### config.mk
export PLATFORM = sky130hd
export DESIGN_NAME = seq_div
export DESIGN_NICKNAME = d
export VERILOG_FILES = /design/src/rtl/div_pkg.sv /design/src/rtl/div_step.sv /design/src/rtl/seq_div.sv
export SDC_FILE = /design/constraint.sdc
export NUM_CORES = 1
export LEC_CHECK = 0
export ABC_CLOCK_PERIOD_IN_PS = 2910
export BUFFER_PORTS_ARGS = -buffer_cell sky130_fd_sc_hd__buf_2
export CAP_MARGIN = 20
export CORE_UTILIZATION = 55
export DETAILED_ROUTE_END_ITERATION = 8
export PLACE_DENSITY = 0.78
export SETUP_SLACK_MARGIN = 0.4
export SYNTH_ARGS = -nofsm -noshare
export SYNTH_HDL_FRONTEND = slang
export SYNTH_SLANG_ARGS = --single-unit
export TNS_END_PERCENT = 10
### constraint.sdc
create_clock -name clock -period 2.91 [get_ports clock]
set_input_delay 0.582 -clock clock [delete_from_list [all_inputs] [get_ports clock]]
set_output_delay 0.582 -clock clock [all_outputs]
set_load 0.01 [all_outputs]
### src/rtl/div_pkg.sv
// Shared types and defaults for the sequential restoring divider.
package div_pkg;

    typedef enum logic [1:0] {IDLE, BUSY, FIX, DONE} div_state_t;

    localparam int DIV_WIDTH_DEFAULT = 16;

endpackage

### src/rtl/div_step.sv
// One restoring-division step: shift in the next dividend bit, subtract the divisor if it fits.
module div_step #(
    parameter int WIDTH = 16
) (
    input  logic [WIDTH-1:0] r_i,
    input  logic [WIDTH-1:0] q_i,
    input  logic [WIDTH-1:0] divisor_i,
    output logic [WIDTH-1:0] r_o,
    output logic [WIDTH-1:0] q_o
);

    logic [WIDTH:0] shifted_s;
    logic [WIDTH:0] diff_s;
    logic           fits_s;

    // Partial remainder stays below the divisor, so WIDTH+1 bits never overflow.
    always_comb begin
        shifted_s = {r_i, q_i[WIDTH-1]};
        diff_s    = shifted_s - {1'b0, divisor_i};
        fits_s    = (shifted_s >= {1'b0, divisor_i});
        if (fits_s) begin
            r_o = diff_s[WIDTH-1:0];
        end else begin
            r_o = shifted_s[WIDTH-1:0];
        end
        q_o = {q_i[WIDTH-2:0], fits_s};
    end

endmodule

### src/rtl/seq_div.sv
// Iterative radix-2 restoring divider with start/done handshake.
// Define SIGNED_DIV_EN for two's-complement operands (adds one FIX cycle).
module seq_div
    import div_pkg::*;
#(
    parameter int WIDTH = DIV_WIDTH_DEFAULT
) (
    input  logic             clock,
    input  logic             reset,
    input  logic [WIDTH-1:0] dividend,
    input  logic [WIDTH-1:0] divisor,
    input  logic             start,
    output logic [WIDTH-1:0] quotient,
    output logic [WIDTH-1:0] remainder,
    output logic             done,
    output logic             div_by_zero
);

    localparam int CW = $clog2(WIDTH);

    div_state_t       state_q, state_d;
    logic [CW-1:0]    count_q, count_d;
    logic [WIDTH-1:0] r_q, r_d;
    logic [WIDTH-1:0] q_q, q_d;
    logic [WIDTH-1:0] dvs_q, dvs_d;
    logic             done_q, done_d;
    logic             dbz_q, dbz_d;
    logic [WIDTH-1:0] step_r_s;
    logic [WIDTH-1:0] step_q_s;
    logic [WIDTH-1:0] mag_a_s;
    logic [WIDTH-1:0] mag_b_s;

`ifdef SIGNED_DIV_EN
    logic neg_quo_q, neg_quo_d;
    logic neg_rem_q, neg_rem_d;

    // Magnitudes of the operands; the most-negative value maps onto itself as unsigned.
    always_comb begin
        mag_a_s = dividend[WIDTH-1] ? -dividend : dividend;
        mag_b_s = divisor[WIDTH-1]  ? -divisor  : divisor;
    end
`else
    // Unsigned build divides the operands as given.
    always_comb begin
        mag_a_s = dividend;
        mag_b_s = divisor;
    end
`endif

    div_step #(.WIDTH(WIDTH)) u_step (
        .r_i       (r_q),
        .q_i       (q_q),
        .divisor_i (dvs_q),
        .r_o       (step_r_s),
        .q_o       (step_q_s)
    );

    // Next-state logic; start wins in every state and aborts any running operation.
    always_comb begin
        state_d = state_q;
        count_d = count_q;
        r_d     = r_q;
        q_d     = q_q;
        dvs_d   = dvs_q;
        done_d  = done_q;
        dbz_d   = dbz_q;
`ifdef SIGNED_DIV_EN
        neg_quo_d = neg_quo_q;
        neg_rem_d = neg_rem_q;
`endif
        if (start) begin
            state_d = BUSY;
            count_d = '0;
            done_d  = 1'b0;
            dvs_d   = mag_b_s;
            dbz_d   = (divisor == '0);
`ifdef SIGNED_DIV_EN
            neg_quo_d = dividend[WIDTH-1] ^ divisor[WIDTH-1];
            neg_rem_d = dividend[WIDTH-1];
`endif
            if (divisor == '0) begin
                q_d = '1;
                r_d = dividend;
            end else begin
                q_d = mag_a_s;
                r_d = '0;
            end
        end else begin
            case (state_q)
                IDLE: state_d = IDLE;
                BUSY: begin
                    if (dbz_q) begin
                        state_d = DONE;
                        done_d  = 1'b1;
                    end else begin
                        r_d     = step_r_s;
                        q_d     = step_q_s;
                        count_d = count_q + CW'(1);
                        if (count_q == CW'(WIDTH - 1)) begin
`ifdef SIGNED_DIV_EN
                            state_d = FIX;
`else
                            state_d = DONE;
                            done_d  = 1'b1;
`endif
                        end else begin
                            state_d = BUSY;
                        end
                    end
                end
`ifdef SIGNED_DIV_EN
                FIX: begin
                    q_d     = neg_quo_q ? -q_q : q_q;
                    r_d     = neg_rem_q ? -r_q : r_q;
                    state_d = DONE;
                    done_d  = 1'b1;
                end
`endif
                DONE:    state_d = DONE;
                default: state_d = IDLE;
            endcase
        end
    end

    // State and datapath registers.
    always_ff @(posedge clock or negedge reset) begin
        if (!reset) begin
            state_q <= IDLE;
            count_q <= '0;
            r_q     <= '0;
            q_q     <= '0;
            dvs_q   <= '0;
            done_q  <= 1'b0;
            dbz_q   <= 1'b0;
`ifdef SIGNED_DIV_EN
            neg_quo_q <= 1'b0;
            neg_rem_q <= 1'b0;
`endif
        end else begin
            state_q <= state_d;
            count_q <= count_d;
            r_q     <= r_d;
            q_q     <= q_d;
            dvs_q   <= dvs_d;
            done_q  <= done_d;
            dbz_q   <= dbz_d;
`ifdef SIGNED_DIV_EN
            neg_quo_q <= neg_quo_d;
            neg_rem_q <= neg_rem_d;
`endif
        end
    end

    assign quotient    = q_q;
    assign remainder   = r_q;
    assign done        = done_q;
    assign div_by_zero = dbz_q;

endmodule

== Yosys cells after proc, flatten, opt, wreduce, memory -nomap -nowiden ==
Cells that the tools add are included.
W data, S select, Z words.

* Register bits after elaboration: 56
* Logic and storage cells: 39
* Output and inout port bits: 34
* Bits of input ports: 35

* Reductions and logical operators: 5
* Eq/ne operators: 4
* Muxes and demuxes: 20
* Magnitude comparators: 1
* $add $sub $neg: 2

{| class="wikitable"
|+ Operators with widths
! cell !! number
|-
| $mux W16 || 9
|-
| $ge A17 B16 Y1 || 1
|-
| $logic_not A16 Y1 || 1
|-
| $sub A16 B16 Y16 || 1
|-
| $mux W4 || 3
|-
| $mux W2 || 3
|-
| $add A4 B1 Y4 const B || 1
|-
| $eq A4 B4 Y1 const B || 1
|-
| $mux W1 || 4
|-
| $pmux W2 S2 || 1
|-
| $reduce_and A2 Y1 || 2
|-
| $reduce_bool A3 Y1 || 1
|-
| $eq A2 B1 Y1 const B || 1
|-
| $eq A2 B2 Y1 const B || 1
|-
| $ne A2 B2 Y1 const B || 1
|-
| $reduce_bool A2 Y1 || 1
|}

== Longest topological paths before layout ==
Gate-level depths: netlist (run 1).

* Depth after elaboration: 5
* Depth in mapped cells: 12
* Mapped depth without buffers: 11

== Cells and area by module ==
A second synthesis (run 1) with hierarchy kept.

* Cell total of the unflattened synthesis: 457
* Area, all modules: 4399.2 sq um

{| class="wikitable"
|+ Modules (own cells, without submodules)
! module !! area an instance (sq um) !! cells each !! sequential area each (sq um) !! instances
|-
| seq_div || 3049.2 || 284 || 1401.3 || 1
|-
| div_step || 1350.0 || 173 || 0.0 || 1
|}

== Worst setup path before layout (run 1) ==
No wires, ideal clock.

* Path kind: register to register
* Start point: register q_q[15] (netlist: quotient[15])
* End point: register r_q[12] (netlist: remainder[12])
* Required time: 2.834 ns
* Data arrival time: 2.294 ns
* Setup slack: 0.539 ns
* Cell stages (with the launch flop): 12
* Library setup time: 0.076 ns
* Buffers on the path: 0
* Period minus slack after synthesis: 2.371 ns
* Cells stage by stage: dfrtp_1 inv_1 ha_1 inv_1 fa_1 nand3_1 a211oi_1 or4_1 a311oi_1 xnor2_1 mux2i_1 o21ai_1

* Cells in the longest elaborated chain, start to end: 5
* Elaborated cells on any way between the ends: 6
* Classes of those cells: add/sub: 1; order compare: 1; mux: 4

{| class="wikitable"
|+ Ends and longest elaborated chain
! what !! line !! source
|-
| from (decl) || seq_div.sv:24 || <nowiki>logic [WIDTH-1:0] q_q, q_d;</nowiki>
|-
| from (signal assigned) || seq_div.sv:143 || <nowiki>q_q <= q_d;</nowiki>
|-
| $sub A16 B16 Y16 / $ge A17 B16 Y1 (equally long branches) || div_step.sv:19, div_step.sv:20 ||
|-
| $mux W16 (*) || div_step.sv:21 || <nowiki>if (fits_s) begin</nowiki>
|-
| $mux W16 (*) || seq_div.sv:92 || <nowiki>if (dbz_q) begin</nowiki>
|-
| $mux W16 (*) || seq_div.sv:89 || <nowiki>case (state_q)</nowiki>
|-
| $mux W16 (*) || seq_div.sv:71 || <nowiki>if (start) begin</nowiki>
|-
| to (signal assigned) || seq_div.sv:142 || <nowiki>r_q <= r_d;</nowiki>
|-
| to (decl) || seq_div.sv:23 || <nowiki>logic [WIDTH-1:0] r_q, r_d;</nowiki>
|}

Mark *: on every way between the ends. The rest lies on a longest branch, timed or not. The select of a mux whose other input is x is not followed.
A chain may end at the register's enable or synchronous reset.

== Final worst setup path (run 1) ==
* Start point: register r_q[0] (netlist: remainder[0])
* End point: register r_q[0] (netlist: remainder[0])

* Cells in the longest elaborated chain, start to end: 5

{| class="wikitable"
|+ Ends and longest elaborated chain
! what !! line !! source
|-
| $ge A17 B16 Y1 || div_step.sv:20 || <nowiki>fits_s = (shifted_s >= {1'b0, divisor_i});</nowiki>
|-
| $mux W16 || div_step.sv:21 ||
|-
| $mux W16 || seq_div.sv:92 ||
|-
| $mux W16 || seq_div.sv:89 ||
|-
| $mux W16 || seq_div.sv:71 ||
|}

Every way passes these cells. The select of a mux whose other input is x is not followed.

==> results.json, run 1 <==
{
  "skew_ns": 0.00765,
  "path_max_fanout": 8,
  "drc": 0,
  "ant_nets": 0,
  "grt_pass1_vias": 2933,
  "slowest_stage": "dfrtp_1",
  "r2r_setup_slack_ns": 0.43,
  "drt_wl_total_mm": 9.08,
  "critPathMaxStageDelay_ns": 0.48,
  "gp_congestion": 0.840,
  "clock-sinks": 56,
  "post_drt_wl_per_cell_um": 17.3,
  "max_cap_viol_count": 0,
  "drt_iter0_drc": 233,
  "worst_pin_slew_ns": 0.642,
  "fin_nets": 504,
  "rows": 28,
  "cts_made_buffers": 5,
  "drive_gt1_share_pct": 25.7,
  "hold_viol": 0,
  "path_clk_slew_ns": 0.09,
  "end_kind": "flip-flop",
  "status": "finished, final reports clean",
  "io_pins": 69,
  "io_buffers": 68,
  "synth_cell_type_count": 59,
  "cts.path.max_buffers": 2,
  "layout_common_cells": "68 x buf_2, 56 x dfrtp_1, 32 x nor2_1",
  "die_x_um": 82.0,
  "grt_overflow_total": 0,
  "syn_nets": 434,
  "setup_tns_ns": 0,
  "synthCells": 381,
  "rr_endpoint": "remainder[0]$_DFFE_PN0P_",
  "drv_slew": 0,
  "crit_chain": "ha_1 -> nor2b_1 -> or2_1 -> a211o_1 -> a31oi_4 -> o21bai_4 -> mux2_4 -> o21ai_2",
  "antenna_found_initial": 0,
  "dr.pass1.iters": 5,
  "ys_ff_latch": 56,
  "core_sq_um": 6060,
  "synthFlopType": "dfrtp_1",
  "final.min_clock_period_ns": 2.48,
  "fin_crit_sh_pct": 85.3,
  "async_flop_share_pct": 100,
  "post-place-ws_ns": 0.00857,
  "final_common_cell": "buf_2",
  "crit_end": "remainder[0]$_DFFE_PN0P_",
  "initial_core_util_pct": 58.1,
  "h-tree-depth": 2,
  "powerDensity_nw_per_um2": 723,
  "seq_area_frac_synth_pct": 39.8,
  "grt_max_degree": 54,
  "diodes": 0,
  "max-slew-margin-rel_pct": 57.2,
  "p_leak_nw": 1.97,
  "cp.required_ns": 3.15,
  "clock_latency_ns": 0.31,
  "final_util_pct": 68.7,
  "setup_viol": 0,
  "vias_per_cell": 6.02,
  "clock-root-buffer": "clkbuf_8",
  "startpoint_type": "flip-flop",
  "path_class": "flip-flop to flip-flop",
  "fmaxAchievable_mhz": 403,
  "place_hpwl_mm": 6.46,
  "grt_pass1_wl_mm": 14.3,
  "synth_area_per_cell_sq_um": 9.25,
  "syn2layout_area_growth_pct": 18.1,
  "critical_path.startpoint": "remainder[0]$_DFFE_PN0P_",
  "die-area_sq_um": 6730,
  "rsz0062_at_grt": "yes",
  "synth-edff-count": 0,
  "nFillCells": 486,
  "yosys_warnings": 0,
  "hold_path.class": "primary input to async pin",
  "vias": 3164,
  "ir_drop_uv": 393,
  "die_h_um": 82.0,
  "arrival_ns": 2.72,
  "r2r-start": "remainder[0]$_DFFE_PN0P_",
  "grt.total_usage_pct": 28.5,
  "cts_tree": "done",
  "r2r.worst_path.cells": 8,
  "syn_area_sq_um": 3520,
  "fin_ws_ns": 0.427,
  "hold_ws_ns": 0.275
}
-- worst max-delay path, delay by kind of cell (launching register included) --
family / cells / cell delay, ns
DFF: 1 / 0.48
and+or+nand+nor: 2 / 0.38
muxes: 1 / 0.34
AOI/OAI and AO/OA: 4 / 0.89
adders and majority gates: 1 / 0.34
-- Yosys cell counts (all sizes together), types with 2 or more instances --
cell type / instances / share of area (%)
or2: 3 / 0.53
mux2: 2 / 0.75
nand3b: 2 / 0.43
o2111ai: 2 / 0.50
xnor2: 10 / 2.5
a211oi: 17 / 4.0
nor3b: 2 / 0.57
mux2i: 13 / 3.7
nor4: 4 / 0.71
nor2: 32 / 3.4
ha: 17 / 6.0
and2: 2 / 0.36
o211ai: 2 / 0.43
nor3: 2 / 0.28
dfrtp: 56 / 40
xor2: 5 / 1.2
nand3: 6 / 0.85
a22oi: 16 / 3.4
o21ai: 38 / 5.5
o21bai: 3 / 0.75
nor2b: 17 / 3.0
nand4: 5 / 0.89
a31o: 2 / 0.50
a31oi: 4 / 1.1
buf: 8 / 1.7
nand2: 28 / 3.1
o21a: 2 / 0.43
inv: 20 / 2.1
a21o: 4 / 0.85
o41ai: 3 / 1.3
clkbuf: 14 / 1.5
a21oi: 27 / 4.2
-- through the flow --
stage,power [mW],area (sq um),std cells
floorplan,1.96,3520,381
global placement,2.25,3940,514
detailed placement,2.27,3940,514
CTS,2.93,4100,523
global route,3.18,4160,526
finish,3.01,4160,526
-- cell families (layout without fill, tap and decap cells) --
group | Yosys count | in the layout | share of synthesized area [%]
AOI/OAI and AO/OA | 126 | 127 | 24.3
xor gates and xnor gates | 15 | 15 | 3.73
adders and majority gates | 18 | 18 | 6.61
buffers and inverters | 42 | 111 | 5.36
DFF | 56 | 56 | 39.8
muxes | 15 | 15 | 4.44
and+or+nand+nor | 109 | 109 | 15.8
-- final cells by class --
type,count,area (sq um),share of cell area [%]
sequential,56,1400,33.7
inverter,20,75.1,1.80
timing repair buffer,84,460,11.1
multi-input combinational,284,2000,48.1
clock buffer,5,68.8,1.65
tap,75,93.8,2.25
clock inverter,2,60.1,1.44
-- repair_timing --
item / CTS / global route
setup endpoints to repair: 16 / 15
setup buffers: 1 / 3
hold buffers: 0 / 0
gates resized for setup: 3 / 11
pin swaps: 2 / 4
gates cloned: 1 / 0
-- power by group --
part / total (mW) / internal, mW / switching [mW]
sequential: 1.01 / 0.887 / 0.120
clock: 0.595 / 0.339 / 0.256
combinational: 1.41 / 0.633 / 0.776
-- routing by layer --
metal | part of all wire [%] | global-route usage, % | up-vias
met3 | 5.8 | 4.11 | 18
met5 | 0 | 0 | -
met4 | 1.9 | 9.82 | 0
met1 | 45 | 39.1 | 1524
li1 | - | - | 1508
met2 | 47 | 45.9 | 114
-- sequential cells by signal, indices dropped and copies added (netlist names) --
signal / cells
state_q: 2
dvs_q: 16
quotient: 16
div_by_zero: 1
count_q: 4
done: 1
remainder: 16
-- worst min-delay path by stage --
| stage | depth (start not counted) | endpoint | start | slack [ns] |
|---|---|---|---|---|
| global placement | 2 | done$_DFFE_PN0P_ | done$_DFFE_PN0P_ | 0.49 |
| global route | 2 | dvs_q[3]$_DFFE_PN0P_ | reset | 0.28 |
| floorplan | 0 | count_q[0]$_DFFE_PN0P_ | reset | 0.29 |
| CTS | 2 | remainder[14]$_DFFE_PN0P_ | reset | 0.28 |
| finish | 2 | dvs_q[3]$_DFFE_PN0P_ | reset | 0.27 |
| detailed placement | 2 | done$_DFFE_PN0P_ | done$_DFFE_PN0P_ | 0.49 |
Note: power is estimated with default switching activity, not from simulation.
==> inputs of run 2 (changes only) <==
--- a/config.mk
+++ b/config.mk
@@ -9,6 +9,7 @@
 export BUFFER_PORTS_ARGS = -buffer_cell sky130_fd_sc_hd__buf_2
 export CAP_MARGIN = 20
 export CORE_UTILIZATION = 55
+export CTS_BUF_LIST = sky130_fd_sc_hd__clkbuf_16
 export DETAILED_ROUTE_END_ITERATION = 8
 export PLACE_DENSITY = 0.78
 export SETUP_SLACK_MARGIN = 0.4
==> run 2 against run 1 <==
Effect of this change: core utilization grew 0.56 points; critical path type unchanged; sequential cell count unchanged; register-to-register slack lost 0.03 ns; clock power rose by 30%; count of clock-buffer cells in the layout unchanged; die area unchanged.
==> results.json, run 2 (synthesized netlist as in run 1, its figures left out) <==
{
  "status": "finished, final reports clean",
  "powerDensity_nw_per_um2": 752,
  "fin_nets": 504,
  "core_sq_um": 6060,
  "grt_overflow_total": 0,
  "arrival_ns": 2.69,
  "antenna_found_initial": 0,
  "rows": 28,
  "worst_pin_slew_ns": 0.653,
  "setup_tns_ns": 0,
  "gp_congestion": 0.840,
  "design_power_total_mw": 3.15,
  "drv_slew": 0,
  "drive_gt1_share_pct": 25.1,
  "clock_latency_ns": 0.29,
  "grt_pass1_vias": 2999,
  "cts_tree": "done",
  "hold_path.class": "primary input to async pin",
  "fmaxAchievable_mhz": 399,
  "post_drt_wl_per_cell_um": 17.0,
  "ant_nets": 0,
  "max_cap_viol_count": 0,
  "cts_made_buffers": 5,
  "clock-root-buffer": "clkbuf_16",
  "skew_ns": 0.00733,
  "fin_crit_sh_pct": 86.2,
  "grt_max_degree": 54,
  "die_h_um": 82.0,
  "die_x_um": 82.0,
  "cp.required_ns": 3.09,
  "hold_ws_ns": 0.287,
  "diodes": 0,
  "rsz0062_at_grt": "yes",
  "critPathMaxStageDelay_ns": 0.44,
  "io_buffers": 68,
  "grt.total_usage_pct": 28.5,
  "r2r-start": "quotient[15]$_DFFE_PN0P_",
  "drt_wl_total_mm": 8.96,
  "clock-sinks": 56,
  "place_area_sq_um": 3940,
  "die-area_sq_um": 6730,
  "end_kind": "flip-flop",
  "io_pins": 69,
  "slowest_stage": "or4_1",
  "setup_viol": 0,
  "design_area_sq_um": 4200,
  "r2r.worst_path.cells": 11,
  "vias": 3189,
  "cts.path.max_buffers": 2,
  "drc": 0,
  "path_clk_slew_ns": 0.07,
  "crit_chain": "inv_2 -> ha_1 -> inv_1 -> fa_2 -> nand3_2 -> a211oi_1 -> or4_1 -> a311oi_2 -> xnor2_1 -> mux2i_1 -> o21ai_1",
  "final_common_cell": "buf_2",
  "layout_common_cells": "68 x buf_2, 55 x dfrtp_1, 32 x nor2_1, 32 x o21ai_0, 27 x nand2_1",
  "path_max_fanout": 3,
  "drt_iter0_drc": 143,
  "startpoint_type": "flip-flop",
  "rr_endpoint": "remainder[12]$_DFFE_PN0P_",
  "max-slew-margin-rel_pct": 56.5,
  "grt_pass1_wl_mm": 14.5,
  "hold_viol": 0,
  "dr.pass1.iters": 5,
  "initial_core_util_pct": 58.1,
  "syn2layout_area_growth_pct": 19.1,
  "path_class": "flip-flop to flip-flop",
  "final.min_clock_period_ns": 2.51,
  "h-tree-depth": 2,
  "place_hpwl_mm": 6.46,
  "vias_per_cell": 6.06,
  "ir_drop_uv": 405,
  "p_leak_nw": 2.00,
  "r2r_setup_slack_ns": 0.40
}
-- run 2: cell count changes in the layout (fill, tap and decap cells not counted), moves of 2 or more --
cell,previous run,this run
clkbuf_16,0,5
ha_2,3,1
clkbuf_8,5,0
ha_1,14,16
-- run 2: critical path: cells and delay by family (launching register included) --
kind | cells | cell delay, ns
simple gates | 2 | 0.55
mux | 1 | 0.16
flops | 1 | 0.40
buf+inv | 2 | 0.14
compound gates | 3 | 0.48
fa+ha+maj | 2 | 0.56
xor+xnor | 1 | 0.11
-- run 2: where the power goes --
| part | switching [mW] | internal, mW |
|---|---|---|
| sequential | 0.117 | 0.888 |
| combinational | 0.748 | 0.628 |
| clock | 0.283 | 0.489 |
-- run 2: timing repair --
item                                   in CTS  in global routing
gates resized for setup                     4                  5
setup endpoints to repair                  16                 12
endpoints found under the hold margin       0                  0
pin swaps                                   2                  2
gates cloned                                0                  0
buffers inserted                            5                  0
hold buffers                                0                  0
-- run 2: worst max-delay path by stage --
stage	to	from	cells after the start	slack [ns]
2_1_floorplan	remainder[12]$_DFFE_PN0P_	quotient[15]$_DFFE_PN0P_	11	0.54
3_3_place_gp	remainder[15]$_DFFE_PN0P_	remainder[2]$_DFFE_PN0P_	8	0.09
3_5_place_dp	remainder[15]$_DFFE_PN0P_	remainder[9]$_DFFE_PN0P_	8	0.009
4_1_cts	remainder[12]$_DFFE_PN0P_	quotient[15]$_DFFE_PN0P_	11	0.34
5_1_grt	remainder[12]$_DFFE_PN0P_	quotient[15]$_DFFE_PN0P_	11	0.34
6_report	remainder[12]$_DFFE_PN0P_	quotient[15]$_DFFE_PN0P_	11	0.40
-- run 2: layout make-up --
class | count | area [sq um]
Inverter | 20 | 75.1
Clock buffer | 5 | 125
Multi-Input combinational cell | 283 | 1970
Tap cell | 75 | 93.8
Clock inverter | 2 | 60.1
Timing Repair Buffer | 85 | 468
Fill cell | 472 | 1870
Sequential cell | 56 | 1400
-- run 2: metrics by stage --
stage / setup WS, ns / util, % / std cells
finish: 0.401 / 69.2 / 526
floorplan: 0.539 / - / 381
detailed placement: 0.00857 / 65.0 / 514
CTS: 0.344 / 69.0 / 526
global placement: 0.0884 / 65.0 / 514
global route: 0.337 / 69.2 / 526
-- run 2: metal layers --
metal | global-route usage, % | vias to the layer above | wire length [um]
met5 | 0 | - | 0
met4 | 9.30 | 0 | 156
met3 | 4.11 | 15 | 408
met2 | 45.9 | 107 | 4210
met1 | 39.3 | 1557 | 4190
li1 | - | 1510 | -
==> inputs of run 3 (changes only) <==
--- a/config.mk
+++ b/config.mk
@@ -5,7 +5,7 @@
 export SDC_FILE = /design/constraint.sdc
 export NUM_CORES = 1
 export LEC_CHECK = 0
-export ABC_CLOCK_PERIOD_IN_PS = 2910
+export ABC_CLOCK_PERIOD_IN_PS = 2360
 export BUFFER_PORTS_ARGS = -buffer_cell sky130_fd_sc_hd__buf_2
 export CAP_MARGIN = 20
 export CORE_UTILIZATION = 55
@@ -13,6 +13,7 @@
 export DETAILED_ROUTE_END_ITERATION = 8
 export PLACE_DENSITY = 0.78
 export SETUP_SLACK_MARGIN = 0.4
+export SLEW_MARGIN = 30
 export SYNTH_ARGS = -nofsm -noshare
 export SYNTH_HDL_FRONTEND = slang
 export SYNTH_SLANG_ARGS = --single-unit
==> constraint.sdc (replaced) <==
create_clock -name clock -period 2.36 [get_ports clock]
set_input_delay 0.472 -clock clock [delete_from_list [all_inputs] [get_ports clock]]
set_output_delay 0.472 -clock clock [all_outputs]
set_load 0.01 [all_outputs]
==> run 3 against run 2 <==
Effect of this change: global-route usage rose by 2.0 points; the run now ends with negative setup slack left; largest power group unchanged; sequential power rose by 21%; via count rose by 1.8%; fmax rose by 4.1%; clock skew fell by 0.0040 ns; final cell count rose by 2.3%; critical path depth did not move.
==> results.json, run 3 (synthesized netlist as in run 1, its figures left out) <==
{
  "hold_viol": 0,
  "vias": 3245,
  "end_kind": "flip-flop",
  "multiInputGateArea_sq_um": 2080,
  "grt.total_usage_pct": 30.5,
  "diodes": 0,
  "seq_area_sq_um": 1400,
  "place_area_sq_um": 4110,
  "rsz0062_at_grt": "yes",
  "fin_crit_sh_pct": 102,
  "powerDensity_nw_per_um2": 915,
  "p_leak_nw": 2.05,
  "post-place-ws_ns": -0.0673,
  "setup_viol": 2,
  "grt_pass1_wl_mm": 15.3,
  "layout_common_cells": "68 x buf_2, 54 x dfrtp_1, 31 x nor2_1",
  "gp_congestion": 0.929,
  "status": "finished with violations",
  "final_common_cell": "buf_2",
  "cts.path.max_buffers": 2,
  "post_drt_wl_per_cell_um": 17.9,
  "fin_ws_ns": -0.0499,
  "grt_max_degree": 69,
  "fin_nets": 515,
  "nFillCells": 455,
  "core_sq_um": 6060,
  "violations": "negative setup slack",
  "worst_pin_slew_ns": 0.606,
  "clock-root-buffer": "clkbuf_16",
  "ir_drop_uv": 423,
  "setup_tns_ns": -0.0685,
  "grt_overflow_total": 0,
  "path_class": "flip-flop to flip-flop",
  "ant_nets": 0,
  "cts_made_buffers": 5,
  "drt_iter0_drc": 231,
  "path_max_fanout": 3,
  "design_power_total_mw": 4.03,
  "final.min_clock_period_ns": 2.41,
  "max_cap_viol_count": 0,
  "cts_tree": "done",
  "clock-sinks": 56,
  "clock_latency_ns": 0.29,
  "fmaxAchievable_mhz": 415,
  "dr.pass1.iters": 5,
  "grt_pass1_vias": 3181,
  "max-slew-margin-rel_pct": 59.6,
  "h-tree-depth": 2,
  "cp.required_ns": 2.53,
  "startpoint_type": "flip-flop",
  "die-area_sq_um": 6730,
  "initial_core_util_pct": 58.1,
  "drv_slew": 0,
  "hold_ws_ns": 0.148,
  "io_pins": 69,
  "path_clk_slew_ns": 0.07,
  "skew_ns": 0.00331,
  "cts_setup_buffers": 0,
  "antenna_found_initial": 0,
  "drive_gt1_share_pct": 30.7,
  "vias_per_cell": 6.03,
  "design_area_sq_um": 4410,
  "die_x_um": 82.0,
  "syn2layout_area_growth_pct": 25.1,
  "io_buffers": 68,
  "place_hpwl_mm": 6.99,
  "rows": 28,
  "hold_path.class": "primary input to async pin",
  "arrival_ns": 2.58,
  "drt_wl_total_mm": 9.62,
  "drc": 0,
  "die_h_um": 82.0
}
[run 3: changes by cell type in the layout (fill, tap and decap cells not counted), sizes merged]
cell,before,now
buf,85,96
bufinv,2,1
clkinv,0,1
clkinvlp,0,1
[run 3: power by group]
part	switching [mW]	internal (mW)	leakage (nW)
sequential	0.122	1.10	0.689
combinational	1.04	0.927	1.28
clock	0.348	0.499	0.0798
total	1.51	2.52	2.05
[run 3: repair_timing]
item	CTS	global route
gates resized for setup	14	15
hold endpoints to repair	0	0
pin swaps	19	4
setup endpoints to repair	17	17
hold buffers	0	0
[run 3: worst paths after layout]
path | start | end | slack [ns] | cells after the start
worst min register to register | done$_DFFE_PN0P_ | done$_DFFE_PN0P_ | 0.51 | 2
worst max-delay path | quotient[15]$_DFFE_PN0P_ | remainder[12]$_DFFE_PN0P_ | -0.05 | 11
worst min-delay path | reset | dvs_q[5]$_DFFE_PN0P_ | 0.15 | 1
max in group asynchronous | reset | remainder[0]$_DFFE_PN0P_ | 1.64 | 2
worst max register to register | quotient[15]$_DFFE_PN0P_ | remainder[12]$_DFFE_PN0P_ | -0.05 | 11
min in group clock | divisor[8] | dvs_q[8]$_DFFE_PN0P_ | 0.40 | 3
[run 3: routing by layer]
| metal | vias up | share of wire (%) | global-route usage [%] |
|---|---|---|---|
| met5 | - | 0 | 0 |
| met4 | 0 | 1.9 | 10.7 |
| met3 | 18 | 5.5 | 4.00 |
| met2 | 129 | 48 | 48.8 |
| met1 | 1561 | 45 | 42.1 |
| li1 | 1537 | - | - |
[run 3: critical path, cell delays in order, from the launching register on]
cell and delay, ns:
dfrtp_1 0.39, inv_2 0.09, ha_4 0.14, inv_2 0.04
fa_2 0.38, nand3_2 0.11, a211oi_2 0.09, or4_4 0.43
a311oi_2 0.27, xnor2_1 0.10, mux2i_1 0.16, o21ai_1 0.09
[run 3: area by class of cell]
type	count	area share [%]
clock inverter	3	0.965
timing repair buffer	96	13.2
tap	75	2.13
multi-input combinational	283	47.3
clock buffer	5	2.84
sequential	56	31.8
inverter	20	1.70
[run 3: metrics by stage]
stage / util (%) / instances
6_report: 72.7 / 538
5_1_grt: 72.7 / 538
4_1_cts: 71.5 / 538
3_5_place_dp: 67.9 / 530
3_3_place_gp: 67.9 / 530
2_1_floorplan: - / 381
